--- src/rtl/dht11_pkg.sv ---
// dht11_pkg: shared state encoding, widths and divider helpers for the
// DHT11 sampler. The CONV state exists only when DHT11_BCD_EN is defined.
package dht11_pkg;

   // Width of a 3-digit BCD value (hundreds, tens, units)
   localparam int BCD_W = 12;

   typedef enum logic [2:0] {
      ST_IDLE      = 3'd0,
      ST_KICK      = 3'd1,
      ST_WAIT_DONE = 3'd2,
      ST_FAIL      = 3'd3,
      ST_GAP       = 3'd4
`ifdef DHT11_BCD_EN
      ,
      ST_CONV      = 3'd5
`endif
   } dht_state_t;

   // Clock cycles per 1 ms tick
   function automatic int ms_div(input int clk_hz);
      return clk_hz / 1000;
   endfunction

   function automatic int max3(input int a, input int b, input int c);
      int m;
      m = (a > b) ? a : b;
      return (m > c) ? m : c;
   endfunction

   // One spare bit above the largest duration so the ms counter never wraps
   function automatic int ms_cnt_w(input int a, input int b, input int c);
      return $clog2(max3(a, b, c)) + 1;
   endfunction

endpackage

--- src/rtl/bcd8_dabble.sv ---
// bcd8_dabble: sequential shift-add-3 (double dabble) converter, 8-bit
// binary to 3-digit BCD. A one-cycle start loads the byte; done pulses
// eight cycles later with the result held on bcd until the next start.
module bcd8_dabble
   import dht11_pkg::*;
(
   input  logic             clk,
   input  logic             rst,
   input  logic             start,
   input  logic [7:0]       bin,
   output logic [BCD_W-1:0] bcd,
   output logic             done
);

   logic [7:0]       r_bin;
   logic [BCD_W-1:0] r_bcd;
   logic [3:0]       r_cnt;
   logic             r_done;
   logic [BCD_W-1:0] w_adj;

   // Add 3 to every digit that is 5 or more, so the following shift
   // carries correctly into the next decade
   function automatic logic [BCD_W-1:0] add3(input logic [BCD_W-1:0] b);
      logic [BCD_W-1:0] r;
      r = b;
      for (int i = 0; i < 3; i++) begin
         if (r[4*i +: 4] >= 4'd5) begin
            r[4*i +: 4] = r[4*i +: 4] + 4'd3;
         end
      end
      return r;
   endfunction

   assign w_adj = add3(r_bcd);

   // Shift engine: the start cycle performs the first shift directly on
   // the input byte (all digits are still zero, so no adjust is needed),
   // seven further shifts follow, and done rises with the last one
   always_ff @(posedge clk or posedge rst) begin
      if (rst) begin
         r_bin  <= '0;
         r_bcd  <= '0;
         r_cnt  <= '0;
         r_done <= 1'b0;
      end else begin
         r_done <= 1'b0;
         if (start) begin
            r_bcd <= {{(BCD_W-1){1'b0}}, bin[7]};
            r_bin <= {bin[6:0], 1'b0};
            r_cnt <= 4'd7;
         end else if (r_cnt != 4'd0) begin
            r_bcd <= {w_adj[BCD_W-2:0], r_bin[7]};
            r_bin <= {r_bin[6:0], 1'b0};
            r_cnt <= r_cnt - 4'd1;
            if (r_cnt == 4'd1) begin
               r_done <= 1'b1;
            end
         end
      end
   end

   assign bcd  = r_bcd;
   assign done = r_done;

endmodule

--- src/rtl/dht11_sampler.sv ---
// dht11_sampler: periodic acquisition manager in front of dht11_controller.
// Kicks a read every PERIOD_MS (or on start_req), waits for dht_done with a
// timeout, retries up to MAX_RETRY times after RETRY_MS gaps, and holds the
// last good humidity/temperature pair. Defining DHT11_BCD_EN adds a CONV
// state and BCD outputs rh_bcd/t_bcd, updated together with update.
module dht11_sampler
   import dht11_pkg::*;
#(
   parameter int CLK_HZ     = 100_000_000,
   parameter int PERIOD_MS  = 2000,
   parameter int TIMEOUT_MS = 50,
   parameter int RETRY_MS   = 1000,
   parameter int MAX_RETRY  = 3
) (
   input  logic             clk,
   input  logic             rst,
   input  logic             en,
   input  logic             start_req,
   input  logic             dht_done,
   input  logic             dht_valid,
   input  logic [7:0]       rh_in,
   input  logic [7:0]       t_in,
   output logic             dht_start,
   output logic [7:0]       rh_data,
   output logic [7:0]       t_data,
   output logic             data_valid,
   output logic             err,
   output logic             busy,
   output logic             update
`ifdef DHT11_BCD_EN
   ,
   output logic [BCD_W-1:0] rh_bcd,
   output logic [BCD_W-1:0] t_bcd
`endif
);

   localparam int DIV   = ms_div(CLK_HZ);
   localparam int DIV_W = $clog2(DIV + 1);
   localparam int MS_W  = ms_cnt_w(PERIOD_MS, TIMEOUT_MS, RETRY_MS);
   localparam int RTY_W = $clog2(MAX_RETRY + 1) + 1;

   // Terminal values: a limit is "reached" on the tick that brings the
   // count from limit-1 to limit, so compare against limit-1 with the tick
   localparam logic [DIV_W-1:0] DIV_M1     = DIV_W'(DIV - 1);
   localparam logic [MS_W-1:0]  PERIOD_M1  = MS_W'(PERIOD_MS - 1);
   localparam logic [MS_W-1:0]  TIMEOUT_M1 = MS_W'(TIMEOUT_MS - 1);
   localparam logic [MS_W-1:0]  RETRY_M1   = MS_W'(RETRY_MS - 1);
   localparam logic [RTY_W-1:0] MAX_RTY    = RTY_W'(MAX_RETRY);

   dht_state_t       r_state;
   logic [DIV_W-1:0] r_div;
   logic [MS_W-1:0]  r_ms;
   logic [RTY_W-1:0] r_retry;
   logic             r_dht_start;
   logic [7:0]       r_rh_data;
   logic [7:0]       r_t_data;
   logic             r_data_valid;
   logic             r_err;
   logic             r_update;
   logic             w_tick;

`ifdef DHT11_BCD_EN
   logic             r_conv_start;
   logic [BCD_W-1:0] r_rh_bcd;
   logic [BCD_W-1:0] r_t_bcd;
   logic [BCD_W-1:0] w_rh_bcd;
   logic [BCD_W-1:0] w_t_bcd;
   logic             w_rh_done;
   logic             w_t_done;
   logic             w_conv_done;
`endif

   assign w_tick = (r_div == DIV_M1);

   // Free-running 1 ms tick divider, independent of state and enable
   // NOTE: every clocked register here uses <= so all of them see the
   // pre-edge values of each other; = would make results order-dependent.
   always_ff @(posedge clk or posedge rst) begin
      if (rst) begin
         r_div <= '0;
      end else if (w_tick) begin
         r_div <= '0;
      end else begin
         r_div <= r_div + 1'b1;
      end
   end

   // Acquisition FSM with registered outputs; the ms counter is cleared on
   // every state change and on enable drop, so each state times from zero
   always_ff @(posedge clk or posedge rst) begin
      if (rst) begin
         r_state      <= ST_IDLE;
         r_ms         <= '0;
         r_retry      <= '0;
         r_dht_start  <= 1'b0;
         r_rh_data    <= '0;
         r_t_data     <= '0;
         r_data_valid <= 1'b0;
         r_err        <= 1'b0;
         r_update     <= 1'b0;
`ifdef DHT11_BCD_EN
         r_conv_start <= 1'b0;
         r_rh_bcd     <= '0;
         r_t_bcd      <= '0;
`endif
      end else begin
         r_dht_start <= 1'b0;
         r_update    <= 1'b0;
`ifdef DHT11_BCD_EN
         r_conv_start <= 1'b0;
`endif
         if (!en) begin
            // Abort anything in flight; a late dht_done lands in IDLE
            r_state <= ST_IDLE;
            r_ms    <= '0;
            r_retry <= '0;
         end else begin
            case (r_state)
               ST_IDLE: begin
                  if (start_req || (w_tick && r_ms == PERIOD_M1)) begin
                     r_state     <= ST_KICK;
                     r_dht_start <= 1'b1;
                     r_ms        <= '0;
                  end else if (w_tick) begin
                     r_ms <= r_ms + 1'b1;
                  end
               end
               ST_KICK: begin
                  r_state <= ST_WAIT_DONE;
                  r_ms    <= '0;
               end
               ST_WAIT_DONE: begin
                  if (dht_done && dht_valid) begin
                     r_rh_data    <= rh_in;
                     r_t_data     <= t_in;
                     r_data_valid <= 1'b1;
                     r_err        <= 1'b0;
                     r_retry      <= '0;
                     r_ms         <= '0;
`ifdef DHT11_BCD_EN
                     r_state      <= ST_CONV;
                     r_conv_start <= 1'b1;
`else
                     r_state      <= ST_IDLE;
                     r_update     <= 1'b1;
`endif
                  end else if (dht_done || (w_tick && r_ms == TIMEOUT_M1)) begin
                     r_state <= ST_FAIL;
                     r_ms    <= '0;
                  end else if (w_tick) begin
                     r_ms <= r_ms + 1'b1;
                  end
               end
               ST_FAIL: begin
                  r_ms <= '0;
                  if (r_retry < MAX_RTY) begin
                     r_retry <= r_retry + 1'b1;
                     r_state <= ST_GAP;
                  end else begin
                     // Retries exhausted: flag it, keep the held data
                     r_err   <= 1'b1;
                     r_retry <= '0;
                     r_state <= ST_IDLE;
                  end
               end
               ST_GAP: begin
                  if (w_tick && r_ms == RETRY_M1) begin
                     r_state     <= ST_KICK;
                     r_dht_start <= 1'b1;
                     r_ms        <= '0;
                  end else if (w_tick) begin
                     r_ms <= r_ms + 1'b1;
                  end
               end
`ifdef DHT11_BCD_EN
               ST_CONV: begin
                  // BCD and update move together so they never disagree
                  if (w_conv_done) begin
                     r_rh_bcd <= w_rh_bcd;
                     r_t_bcd  <= w_t_bcd;
                     r_update <= 1'b1;
                     r_state  <= ST_IDLE;
                     r_ms     <= '0;
                  end
               end
`endif
               default: begin
                  r_state <= ST_IDLE;
                  r_ms    <= '0;
               end
            endcase
         end
      end
   end

`ifdef DHT11_BCD_EN
   // Both converters start together from the freshly latched bytes
   bcd8_dabble u_rh_bcd (
      .clk   (clk),
      .rst   (rst),
      .start (r_conv_start),
      .bin   (r_rh_data),
      .bcd   (w_rh_bcd),
      .done  (w_rh_done)
   );

   bcd8_dabble u_t_bcd (
      .clk   (clk),
      .rst   (rst),
      .start (r_conv_start),
      .bin   (r_t_data),
      .bcd   (w_t_bcd),
      .done  (w_t_done)
   );

   assign w_conv_done = w_rh_done & w_t_done;
   assign rh_bcd      = r_rh_bcd;
   assign t_bcd       = r_t_bcd;
`endif

   assign dht_start  = r_dht_start;
   assign rh_data    = r_rh_data;
   assign t_data     = r_t_data;
   assign data_valid = r_data_valid;
   assign err        = r_err;
   assign busy       = (r_state != ST_IDLE);
   assign update     = r_update;

endmodule
--- config.mk ---
export PLATFORM = sky130hd
export DESIGN_NAME = dht11_sampler
export DESIGN_NICKNAME = d
export VERILOG_FILES = /design/src/rtl/dht11_pkg.sv /design/src/rtl/bcd8_dabble.sv /design/src/rtl/dht11_sampler.sv
export SDC_FILE = /design/constraint.sdc
export NUM_CORES = 1
export LEC_CHECK = 0
export ABC_AREA = 0
export CAP_MARGIN = 30
export CORE_MARGIN = 2
export CORE_UTILIZATION = 50
export CTS_CLUSTER_DIAMETER = 200
export DETAILED_ROUTE_END_ITERATION = 12
export PLACE_DENSITY = 0.8
export SYNTH_ARGS = -nofsm -noshare
export SYNTH_HDL_FRONTEND = slang
export SYNTH_SLANG_ARGS = --single-unit
export TNS_END_PERCENT = 100
--- constraint.sdc ---
create_clock -name clk -period 2.1 [get_ports clk]
set_input_delay 0.315 -clock clk [delete_from_list [all_inputs] [get_ports clk]]
set_output_delay 0.315 -clock clk [all_outputs]
set_load 0.1 [all_outputs]
== Yosys cells after proc, flatten, opt, wreduce, memory -nomap -nowiden ==
Cells that the tools add are included.

* Muxes and demuxes: 29
* Eq/ne operators: 15
* Add/sub/neg operators: 3
* $lt $le $gt $ge: 1
* Reduce and logical (&&, ||, !) cells: 13

{| class="wikitable"
|+ Operators with widths
! operator !! number
|-
| $mux W12 || 6
|-
| $pmux W12 S3 || 1
|-
| $mux W3 || 9
|-
| $add A17 B1 Y17 const B || 1
|-
| $eq A17 B17 Y1 const B || 1
|-
| $mux W17 || 1
|-
| $pmux W3 S5 || 1
|-
| $add A12 B1 Y12 const B || 1
|-
| $eq A12 B10 Y1 const B || 1
|-
| $eq A12 B11 Y1 const B || 1
|-
| $eq A12 B6 Y1 const B || 1
|-
| $ne A3 B3 Y1 const B || 3
|-
| $mux W1 || 8
|-
| $eq A3 B2 Y1 const B || 2
|-
| $pmux W3 S2 || 1
|-
| $reduce_and A3 Y1 || 2
|-
| $logic_and A1 B1 Y1 || 4
|-
| $ne A2 B2 Y1 const B || 2
|-
| $ne A4 B4 Y1 const B || 1
|-
| $pmux W1 S2 || 2
|-
| $reduce_and A4 Y1 || 1
|-
| $add A3 B1 Y3 const B || 1
|-
| $eq A3 B1 Y1 const B || 1
|-
| $eq A3 B3 Y1 const B || 1
|-
| 7 further kinds || 8
|}

* Logic and storage cells: 71
* Output and inout port bits: 21
* Register bits: 55

== Logic depth before layout (Yosys ltp) ==
* Word-level depth: 7
* Gate-level depth with buffers: 8
* Depth with buffers taken out: 7

== Worst setup path before layout ==
OpenSTA, ideal clock, no wires.

* Path type: register to register
* From: reg r_state[0]
* To: reg r_ms[0]
* Buffers on the path: 2
* Setup time: 86 ps
* Stages on the path, launching flop included: 7
* Setup slack: -113 ps
* Period minus slack after synthesis: 2213 ps
* Arrival time: 2127 ps
* Cells stage by stage: dfrtp_1 > buf_2 > or3_1 > a311oi_1 > nor3b_2 > buf_6 > nor3_1

* Cells in the longest elaborated chain, start to end: 3

{| class="wikitable"
|+ Ends and longest elaborated chain
! item !! RTL line !! RTL
|-
| start, declared || dht11_sampler.sv:50 || <nowiki>dht_state_t r_state;</nowiki>
|-
| start signal, assigned || dht11_sampler.sv:92 || <nowiki>r_state <= ST_IDLE;</nowiki>
|-
| start signal, assigned || dht11_sampler.sv:114 || <nowiki>r_state <= ST_IDLE;</nowiki>
|-
| start signal, assigned || dht11_sampler.sv:121 || <nowiki>r_state <= ST_KICK;</nowiki>
|-
| $eq A3 B3 Y1 (tied with other cells) || dht11_sampler.sv:118 || <nowiki>case (r_state)</nowiki>
|-
| $pmux W12 S3 (*) || dht11_sampler.sv:118 ||
|-
| $mux W12 (*) || dht11_sampler.sv:112 || <nowiki>if (!en) begin</nowiki>
|-
| end signal, assigned || dht11_sampler.sv:125 || <nowiki>r_ms <= r_ms + 1'b1;</nowiki>
|-
| end signal, assigned || dht11_sampler.sv:151 || <nowiki>r_ms <= r_ms + 1'b1;</nowiki>
|-
| end signal, assigned || dht11_sampler.sv:172 || <nowiki>r_ms <= r_ms + 1'b1;</nowiki>
|-
| end, declared || dht11_sampler.sv:52 || <nowiki>logic [MS_W-1:0] r_ms;</nowiki>
|}

Mark *: on every way between the ends. The rest lies on a longest branch, timed or not.
A chain may end at the register's enable or synchronous reset.

== Worst setup path after layout ==
* From: reg r_state[1]
* To: reg r_ms[1]

Same word-level chain as after synthesis.

==> results.cfg <==
[cts]
cts_inserted_buffers = 5
clkTransAtPathRegs_ns = 0.10
cts_tree = done
cts-root-buf = clkbuf_8
h-tree-depth = 2
clockBufferDepth = 2
cts.sinks = 55
clk_latency_ns = 0.30

[sta]
holdWs_ns = 0.335
finalHoldViolations = 0
clock.fmax_ghz = 0.496
post-route-period-util_pct = 96.0
setup-violations-final = 0
tns_ns = 0
setup_ws_ns = 0.0847
relSlewSlack_pct = 64.7
min_period_ns = 2.02
skew_ns = 0.00946
drv_slew = 0
worst_slew_pin_slew_ns = 0.525

[worst_setup_path]
required_ns = 2.30
startpoint_type = flop
worst_path_max_delay_cell = dfrtp_1
ff2ff_path_depth = 6
critPathCaptureType = flop
crit_arrival_ns = 2.22
crit_type = flop to flop
crit_top_cell = buf_4
path_cells = or3b_1, o32ai_1, nor3b_2, buf_4, buf_4, nor4b_2
slowest_delay_ns = 0.48
path_max_fanout = 9

[detailed_routing]
vias = 2113
detail_route.wl_per_cell_um = 15.0
drtIter0Drc = 133
drc_errors = 0
firstDrtPassIters = 4
viasPerCell = 5.53
wl_mm = 5.72
ant_nets = 0

[synthesis]
syn-instance-count = 244
netlist.area_leader.share_pct = 52.2
synth_nets = 270
ys_seq_area_share_pct = 52.2
synthesis.area_sq_um = 2640
postSynthAreaPerCell_sq_um = 10.8
yosys_warnings = 0
synth_cell_types = 43
synth-seq-cells = 55
ys_top_cells_by_area = dfrtp_1 (52%), mux2_2 (7.3%), xnor2_1 (5.6%), nor3_1 (3.6%), nand2_1 (3.1%)
yosysTopAreaCell = dfrtp_1

[placement]
portBuffers = 42
placed_cell_area_sq_um = 3260
gp_congestion = 0.833
place_worst_setup_slack_ns = -0.0441
dpl.hpwl_mm = 4.07

[global_routing]
grt_pass1_wl_mm = 9.61
grt-ovfl-total = 0
grt_max_degree = 35
antenna_found_initial = 0
grt_pass1_vias = 2092
grt_use_total_pct = 20.2

[hold_path]
worstHoldPathType = primary input to async pin

[final_layout]
fillers = 406
stdcell_area_sq_um = 3440
drive_above_1_share_pct = 28.8
num_antenna_cells = 0
multi_input_area_sq_um = 1250
syn_to_final_growth_pct = 30.4
final_nets = 338
regArea_sq_um = 1380

[floorplanning]
io_pins = 43
die_w_um = 76.6
start_util_pct = 51.7
rows = 26
die_area_sq_um = 5870
fp.coreArea_sq_um = 5110
die_h_um = 76.6

[flow_run]
drv_cap = 0

[power]
cellLeakagePower_nw = 1.53
power_mw = 3.77
peakVddDrop_mv = 0.924
power.density_nw_per_um2 = 1100

[run_status]
outcome = completed
state kept, by name, indices dropped and copies added, names as in the netlist:
name,count
r_div,17
r_ms,12
rh_data,8
t_data,8
r_retry,3
r_state,3
data_valid,1
dht_start,1
err,1
update,1
repair_timing:
action	in CTS	in global routing
setup buffers	3	1
setup endpoints to repair	10	12
cloned	0	0
pin swaps	1	2
hold buffers	0	0
hold endpoints to repair	0	0
resized for setup	1	9
Yosys cell counts, drive strengths merged:
| master | instances |
|---|---|
| a21boi | 1 |
| a21oi | 3 |
| a311oi | 1 |
| a31o | 1 |
| a31oi | 1 |
| a32o | 2 |
| a32oi | 1 |
| and2 | 2 |
| and3 | 8 |
| and4 | 3 |
| and4b | 1 |
| buf | 7 |
| clkbuf | 2 |
| dfrtp | 55 |
| ha | 4 |
| inv | 4 |
| mux2 | 17 |
| nand2 | 22 |
| nand2b | 3 |
| nand3 | 11 |
| nand3b | 1 |
| nand4 | 4 |
| nor2 | 14 |
| nor2b | 4 |
| nor3 | 19 |
| nor3b | 2 |
| nor4 | 8 |
| nor4b | 2 |
| o211ai | 1 |
| o21ai | 6 |
| o31ai | 1 |
| o32ai | 1 |
| or2 | 2 |
| or3 | 3 |
| or3b | 2 |
| or4 | 1 |
| xnor2 | 17 |
| xor2 | 7 |
worst max-delay path, delay by kind of cell (launching register included):
kind | cells | cell delay, ns
flops | 1 | 0.48
compound gates | 1 | 0.36
simple gates | 3 | 0.77
buf+inv | 2 | 0.30
routing by layer:
layer	track usage, %	part of all wire, %	up-vias	wire length [um]
met5	0	0	-	0
met4	6.73	0.80	0	46
met3	3.91	5.3	6	305
met2	32.8	49	67	2830
met1	27.4	44	1038	2540
li1	-	-	1002	-
final timing paths:
path	from	to	slack, ns
max	r_state[1]	r_ms[1]	0.08
min	rst	r_retry[0]	0.33
max reg2reg	r_state[1]	r_ms[1]	0.08
min reg2reg	data_valid	data_valid	0.48
max in group asynchronous	rst	r_ms[2]	1.24
min in group clk	data_valid	data_valid	0.48
kinds of logic after synthesis:
group | synth area share [%]
adders and majority gates | 1.90
xor gates and xnor gates | 7.97
buffers and inverters | 2.42
DFF | 52.2
muxes | 7.25
AOI/OAI and AO/OA | 4.88
and+or+nand+nor | 23.4
placed cells by master, fill, tap and decap left out, types with 3 or more instances in the layout:
cell type	n
buf_4	47
o21ai_0	6
nand2b_1	3
xnor2_1	17
nor4_1	4
nor2_1	14
nor3_1	19
a21oi_1	3
xor2_1	7
and3_1	7
ha_1	3
clkbuf_8	5
inv_1	3
dfrtp_1	55
nand4_1	4
nand2_1	22
mux2_2	17
clkdlybuf4s50_1	21
nor4_2	3
nand3_1	11
nor2b_1	4
area by class of cell:
cell class                 instances  area share, %
inverter                           4          0.436
multi-input combinational        176           36.4
clock buffer                       5           2.00
clock inverter                     2           1.09
tap                               70           2.54
sequential                        55           40.0
timing repair buffer              70           17.5
report_power, final:
group | switching, mW | internal, mW
Clock | 0.324 | 0.349
Combinational | 1.37 | 0.430
Sequential | 0.0840 | 1.21
Total | 1.78 | 1.99
metrics by stage:
| step | instances | util [%] |
|---|---|---|
| after global routing | 382 | 67.4 |
| after floorplan | 244 | - |
| after CTS | 381 | 66.4 |
| after detailed placement | 371 | 63.7 |
| final | 382 | 67.4 |
| after global placement | 371 | 63.7 |
Power figures use the tool's default switching activity.
